==> src/rtl/fp_add_pipe.sv <==
// Pipelined IEEE binary64/binary32 adder front end: unpack, align, add/subtract.
// Produces an unrounded, unnormalised result plus class flags; rounding happens downstream.
module fp_add_pipe #(
  parameter int PIPE_DEPTH = 2
) (
  input  logic        clk,
  input  logic        rst,
  input  logic        in_valid,
  output logic        in_ready,
  input  logic [63:0] fpa,
  input  logic [63:0] fpb,
  input  logic        db,
  input  logic        sub,
  output logic        out_valid,
  input  logic        out_ready,
  output logic [10:0] es,
  output logic [56:0] fs,
  output logic        ss,
  output logic [1:0]  fls
);

  typedef struct packed {
    logic        sign;
    logic [10:0] exp;
    logic [52:0] sig;
    logic        nan;
    logic        inf;
  } opnd_t;

  typedef struct packed {
    logic        vld;
    logic [10:0] es;
    logic [56:0] fs;
    logic        ss;
    logic [1:0]  fls;
  } stage_t;

  localparam logic [1:0] FLS_FIN  = 2'b00;
  localparam logic [1:0] FLS_ZERO = 2'b01;
  localparam logic [1:0] FLS_INF  = 2'b10;
  localparam logic [1:0] FLS_NAN  = 2'b11;

  // Single-precision operands are widened onto the binary64 exponent/significand grid.
  function automatic opnd_t unpack(input logic [63:0] x, input logic is_sp);
    opnd_t u;
    if (is_sp) begin
      u.sign = x[31];
      u.exp  = (x[30:23] == 8'd0) ? 11'd897 : {3'b000, x[30:23]} + 11'd896;
      u.sig  = {x[30:23] != 8'd0, x[22:0], 29'd0};
      u.nan  = (x[30:23] == 8'hFF) && (x[22:0] != 23'd0);
      u.inf  = (x[30:23] == 8'hFF) && (x[22:0] == 23'd0);
    end else begin
      u.sign = x[63];
      u.exp  = (x[62:52] == 11'd0) ? 11'd1 : x[62:52];
      u.sig  = {x[62:52] != 11'd0, x[51:0]};
      u.nan  = (&x[62:52]) && (x[51:0] != 52'd0);
      u.inf  = (&x[62:52]) && (x[51:0] == 52'd0);
    end
    return u;
  endfunction

  opnd_t        op_a, op_b, big_op, small_op;
  logic         same_sign, a_big;
  logic [10:0]  exp_diff;
  logic [6:0]   shamt;
  logic [111:0] shifted;
  logic [56:0]  big_ext, small_ext, mag;
  stage_t       res_d;
  logic         adv;

  always_comb begin
    op_a      = unpack(fpa, db);
    op_b      = unpack(fpb, db);
    op_b.sign = op_b.sign ^ sub;
    same_sign = (op_a.sign == op_b.sign);
    a_big     = {op_a.exp, op_a.sig} >= {op_b.exp, op_b.sig};
    big_op    = a_big ? op_a : op_b;
    small_op  = a_big ? op_b : op_a;
    exp_diff  = big_op.exp - small_op.exp;
    shamt     = (exp_diff >= 11'd56) ? 7'd56 : exp_diff[6:0];
    // Upper 56 bits hold the aligned significand+GRS; everything shifted below folds into sticky.
    shifted   = {small_op.sig, 59'd0} >> shamt;
    big_ext   = {1'b0, big_op.sig, 3'b000};
    small_ext = {1'b0, shifted[111:57], shifted[56] | (|shifted[55:0])};
    mag       = same_sign ? (big_ext + small_ext) : (big_ext - small_ext);

    res_d     = '0;
    res_d.vld = in_valid;
    if (op_a.nan || op_b.nan || (op_a.inf && op_b.inf && !same_sign)) begin
      res_d.es  = 11'h7FF;
      res_d.fs  = {2'b01, 1'b1, 54'd0};
      res_d.fls = FLS_NAN;
    end else if (op_a.inf || op_b.inf) begin
      res_d.es  = 11'h7FF;
      res_d.ss  = op_a.inf ? op_a.sign : op_b.sign;
      res_d.fls = FLS_INF;
    end else if (mag == 57'd0) begin
      // Only -0 + -0 (after effective sign) keeps a negative zero.
      res_d.ss  = same_sign & op_a.sign;
      res_d.fls = FLS_ZERO;
    end else begin
      res_d.es  = big_op.exp;
      res_d.fs  = mag;
      res_d.ss  = big_op.sign;
      res_d.fls = FLS_FIN;
    end
  end

  stage_t stg_q [PIPE_DEPTH];

  assign adv      = !out_valid || out_ready;
  assign in_ready = adv;

  for (genvar gi = 0; gi < PIPE_DEPTH; gi++) begin : g_stage
    stage_t stg_d;
    if (gi == 0) begin : g_head
      assign stg_d = res_d;
    end else begin : g_tail
      assign stg_d = stg_q[gi-1];
    end

    always_ff @(posedge clk) begin
      if (rst) begin
        stg_q[gi] <= '0;
      end else if (adv) begin
        stg_q[gi] <= stg_d;
      end
    end
  end

  assign out_valid = stg_q[PIPE_DEPTH-1].vld;
  assign es        = stg_q[PIPE_DEPTH-1].es;
  assign fs        = stg_q[PIPE_DEPTH-1].fs;
  assign ss        = stg_q[PIPE_DEPTH-1].ss;
  assign fls       = stg_q[PIPE_DEPTH-1].fls;

endmodule
==> config.mk <==
export PLATFORM = sky130hd
export DESIGN_NAME = fp_add_pipe
export DESIGN_NICKNAME = d
export VERILOG_FILES = /design/src/rtl/fp_add_pipe.sv
export SDC_FILE = /design/constraint.sdc
export NUM_CORES = 1
export LEC_CHECK = 0
export BUFFER_PORTS_ARGS = -buffer_cell sky130_fd_sc_hd__buf_2
export CORE_ASPECT_RATIO = 2
export CORE_MARGIN = 2
export CORE_UTILIZATION = 30
export DETAILED_ROUTE_END_ITERATION = 16
export MAX_ROUTING_LAYER = met4
export PLACE_DENSITY_LB_ADDON = 0.05
export SKIP_CTS_REPAIR_TIMING = 1
export SYNTH_ARGS = -nofsm -noshare
export SYNTH_HDL_FRONTEND = slang
export SYNTH_SLANG_ARGS = --single-unit
export TNS_END_PERCENT = 1
==> constraint.sdc <==
create_clock -name clk -period 14.9 [get_ports clk]
set_clock_uncertainty 0.05 [all_clocks]
set_input_delay 0.745 -clock clk [delete_from_list [all_inputs] [get_ports clk]]
set_output_delay 0.745 -clock clk [all_outputs]
set_load 0.01 [all_outputs]
Word level (Yosys, flattened, before mapping)

Memory sizes are Yosys's and may differ from the RTL's.
Index checks and enable logic that the tools add are counted.

Memories: 1
Output and inout bits: 73
Input port bits: 134
Memory bits (writable): 144
Logic and storage cells: 79
Register bits: 0

Equal/unequal tests: 3
Multiplexer cells: 26
Shift-type cells: 1
$add $sub $neg: 5
Bitwise logic cells: 5
Order comparisons: 2
Reductions and logical operators: 36

Memory list:

| memory | depth | width | read ports | clocked after memory_dff | wr ports | line | source |
|---|---|---|---|---|---|---|---|
| stg_q  | 2     | 72    | 2          | 0                        | 2        | 109  | `stage_t stg_q [PIPE_DEPTH];` |

Operators with widths:

| operator                | number |
|---|---|
| $mux W67                | 3 |
| $mux W72                | 2 |
| $mux W68                | 2 |
| $mux W57                | 2 |
| $shr A112 B7 Y112       | 1 |
| $logic_not A52 Y1       | 2 |
| $reduce_bool A52 Y1     | 2 |
| $mux W66                | 1 |
| $ge A64 B64 Y1          | 1 |
| $add A56 B56 Y57        | 1 |
| $logic_not A57 Y1       | 1 |
| $sub A56 B56 Y57        | 1 |
| $reduce_or A56 Y1       | 1 |
| $mux W11                | 5 |
| $logic_not A23 Y1       | 2 |
| $reduce_bool A23 Y1     | 2 |
| $add A8 B10 Y11 const B | 2 |
| $logic_not A11 Y1       | 2 |
| $reduce_and A11 Y1      | 2 |
| $reduce_bool A11 Y1     | 2 |
| $eq A8 B8 Y1 const B    | 2 |
| $logic_not A8 Y1        | 2 |
| $reduce_bool A8 Y1      | 2 |
| $ge A11 B6 Y1 const B   | 1 |
| 12 further kinds        | 34 |

Logic depth before layout (Yosys ltp)

Word-level depth: 18
Gate-level depth with buffers: 74
Mapped depth without buffers: 60

Worst setup path before layout

Ideal clock, no wire load.

Kind: input -> register
Start: input db
End: memory stg_q[0][42] (netlist bit), data pin
Data arrival time: 15.356 ns
Data required time: 14.595 ns
Stages on the path: 70
Library setup time: 0.255 ns
Slack: -0.761 ns
Path buffers: 20
Cells stage by stage: clkbuf_1 clkbuf_1 clkbuf_1 clkbuf_1 clkbuf_1 buf_1 buf_1 clkbuf_1 nand2b_1 ha_1 nand2b_1 a2111o_1 a31oi_1 o22ai_1 o31a_1 buf_2 nor2_2 clkbuf_1 (+34 left out) a211oi_1 o21ai_0 a2111oi_0 o31ai_1 a311o_1 a21o_1 a21oi_1 o31ai_1 nor2_1 a31oi_1 o32ai_1 o31a_1 nor4b_1 nand4_1 or4_4 o21ai_4 buf_4 o21ba_1

RTL lines:

| what        | line | source |
|---|---|---|
| from (decl) | 12   | `input logic db,` |
| to (decl)   | 109  |  |

==> flow_metrics.tcl <==
set metrics [dict create \
    wl_met3_um 7330 \
    cp-end-kind "flop" \
    max_freq_ghz 0.0703 \
    final_hold_viol_count 0 \
    antenna_found_initial 11 \
    grt_max_degree 86 \
    cp.required_ns 15.05 \
    path_class "in -> reg" \
    whs_path_depth 1 \
    cts_buffers 25 \
    cp-start-kind "input pin" \
    ys_seq_area_share_pct 18.7 \
    worstMarginPinSlew_ns 1.35 \
    wl_per_cell_um 31.0 \
    p_seq_share_pct 14.7 \
    stdcell_area_mm2 0.0299 \
    vias 28800 \
    rsz0062_at_grt "false" \
    outcome "completed" \
    final_max_slew_viol_count 0 \
    synth_edf_count 144 \
    place_ws_ns -0.182 \
    core-area_mm2 0.0760 \
    finalSetupViolCount 0 \
    irDropWorstVdd_uv 61.9 \
    synth.avg_cell_area_um2 7.21 \
    crit_path_max_incr_delay_ns 0.60 \
    ys_warn_count 0 \
    first_pass_iters 5 \
    syn_area_mm2 0.0231 \
    crit_fanout 41 \
    netlist_top_cells_area "edfxtp_1 (19%), ha_1 (9.4%), a21oi_1 (7.0%)" \
    gp_congestion 1.19 \
    tritoncts "done" \
    rrSetupSlack_ns 12.17 \
    track_usage_pct 37.7 \
    r2r_end "stg_q[1][23]$_SDFFCE_PN0P_" \
    wirelength_um 150000 \
    wl_met1_um 47900 \
    hold_start "stg_q[0][16]$_SDFFCE_PP0P_" \
    rows 143 \
    yosys.area.top_type "edfxtp_1" \
    path_common_cell "buf_4" \
    highest_layer "met4" \
    postRouteAntennaNets 0 \
    slowest_stage "or4_1" \
    period_share_pct 95.5 \
    max_cap_viol_count 0 \
    drtIter0Drc 2340 \
    fin_crit_ns 14.23 \
    grt_pass1_wl_um 207000 \
    p_clk_share_pct 13.2 \
    yosysMostFrequentCell "nor2_1" \
    io_buffers 206 \
    switching_share_pct 50.6 \
    final_nets 4129 \
    reg2reg_depth 3 \
    synth_fp_nets 3508 \
    pin_count 207 \
    place_area_mm2 0.0292 \
    htree_levels 4 \
    grt.overflow.total 0 \
    maxSlewHeadroom_pct 9.65 \
    place_inst 4808 \
    cts_sinks 144 \
    biggestRegsByFlops "stg_q x144" \
    yosysTopAreaCellShare_pct 18.7 \
    drcViolationCount 0 \
    viasPerCell 5.93 \
    clk_latency_ns 0.49 \
    fin_cells 4851 \
    synth-seq-cells 144 \
    yosys-top-cells-count "nor2_1 (343), a21oi_1 (324), nand2_1 (306)" \
    synth.distinct_cells 99 \
    layout_setup_ws_ns 0.668 \
    timing.rr.start "stg_q[1][71]$_SDFFCE_PN0P_" \
    path_clk_slew_ns 0.06 \
    async_reset_ff_share_pct 0 \
    syn_inst 3200 \
    dr_wl_met2_um 76300 \
    largest_reg_flops 144 \
    largest-register "stg_q" \
    clockBufferDepth 3 \
    drive_above_1_share_pct 25.1 \
    p_switching_mw 1.92 \
    hold_path_end "stg_q[1][16]$_SDFFCE_PN0P_" \
    dp_hpwl_um 127000 \
    power.leakage_nw 13.3 \
    die_x_um 200 \
    grt_pass1_vias 28400 \
    power_frac_comb_pct 72.1 \
    dieArea_mm2 0.0793 \
    ys.flop_type "edfxtp_1" \
    power_density_mw_per_mm2 127 \
    start_util_pct 30.3 \
    power.internal_mw 1.87 \
    area_growth_pct 29.6 \
    crit_arrival_ns 14.38 \
    hold_class "reg -> reg" \
    clockRootBuffer "clkbuf_16" \
    die_h_um 396 \
]
per-stage QoR:
step	total power, mW	utilization (%)	TNS [ns]	hold slack, ns
6_report	3.79	39.3	0	0.452
5_1_grt	3.95	39.3	0	0.465
4_1_cts	3.72	39.3	0	0.453
3_5_place_dp	3.21	38.4	-7.63	0.451
3_3_place_gp	3.22	38.4	-50.01	0.448
2_1_floorplan	1.87	-	0	0.447
cell type report:
type / count / area [µm²]
Antenna cell: 9 / 22.5
Clock buffer: 27 / 633
Clock inverter: 6 / 58.8
Fill cell: 8110 / 46100
Inverter: 129 / 484
Multi-Input combinational cell: 2705 / 17300
Sequential cell: 144 / 4320
Tap cell: 1015 / 1270
Timing Repair Buffer: 816 / 5800
routing by layer:
| layer | up-vias | GRT usage [%] |
|---|---|---|
| met5 | - | - |
| li1 | 13100 | - |
| met2 | 1376 | 67.9 |
| met1 | 13800 | 34.0 |
| met4 | 0 | 37.6 |
| met3 | 545 | 3.96 |
layout by cell type, fill, tap and decap left out, types with 13 or more instances in the layout:
cell type / instances
a21o_1: 39
o21ai_1: 29
o21ai_0: 215
xnor2_1: 32
nand2_1: 305
nand2b_1: 69
and2_1: 111
mux2i_1: 82
nand3_1: 89
or4_1: 15
a211oi_1: 46
o21bai_1: 27
buf_4: 594
o22ai_1: 14
or3_1: 16
ha_1: 170
a31oi_1: 41
buf_12: 14
xor2_1: 13
mux2_2: 50
o21a_1: 41
a21oi_1: 323
edfxtp_1: 144
or2_2: 14
o31ai_1: 27
nor4_1: 50
inv_1: 125
nor3_1: 108
nor2_1: 343
nand4_1: 65
nor2b_1: 45
o211ai_1: 41
clkbuf_16: 25
a22oi_1: 14
buf_2: 206
and3_1: 29
power by group through the flow:
stage | clock network, mW | registers, mW | logic (mW)
3_3_place_gp | 0 | 0.567 | 2.65
6_report | 0.500 | 0.559 | 2.73
5_1_grt | 0.527 | 0.565 | 2.86
4_1_cts | 0.511 | 0.560 | 2.65
3_5_place_dp | 0 | 0.568 | 2.64
2_1_floorplan | 0 | 0.581 | 1.28
cell families (layout without fill, tap and decap cells):
group	Yosys count	count (layout)	share of synthesized area, %
adder cells (fa/ha/maj)	174	174	9.47
multiplexers	143	143	6.97
XOR/XNOR	45	45	1.71
flip-flops	144	144	18.7
AND/OR/NAND/NOR	1304	1304	27.9
buffers and inverters	351	978	6.51
other	0	9	0
AO/OA/AOI/OAI	1039	1039	28.7
worst max path at each step:
stage | startpoint | to | slack (ns)
final | db | stg_q[0][22]$_SDFFCE_PP0P_ | 0.67
after global placement | db | stg_q[0][8]$_SDFFCE_PP0P_ | -0.89
after detailed placement | db | stg_q[0][5]$_SDFFCE_PP0P_ | -0.18
after floorplan | db | stg_q[0][42]$_SDFFCE_PP0P_ | 0.04
after CTS | db | stg_q[0][22]$_SDFFCE_PP0P_ | 0.27
after global routing | db | stg_q[0][22]$_SDFFCE_PP0P_ | 0.02
worst max-delay path, delay by kind of cell:
kind,cells,cell delay [ns]
adders and majority gates,3,0.84
xor gates and xnor gates,1,0.26
buffers and inverters,15,2.73
and+or+nand+nor,19,5.61
AOI/OAI and AO/OA,22,4.15
(Power assumes the default switching activity.)
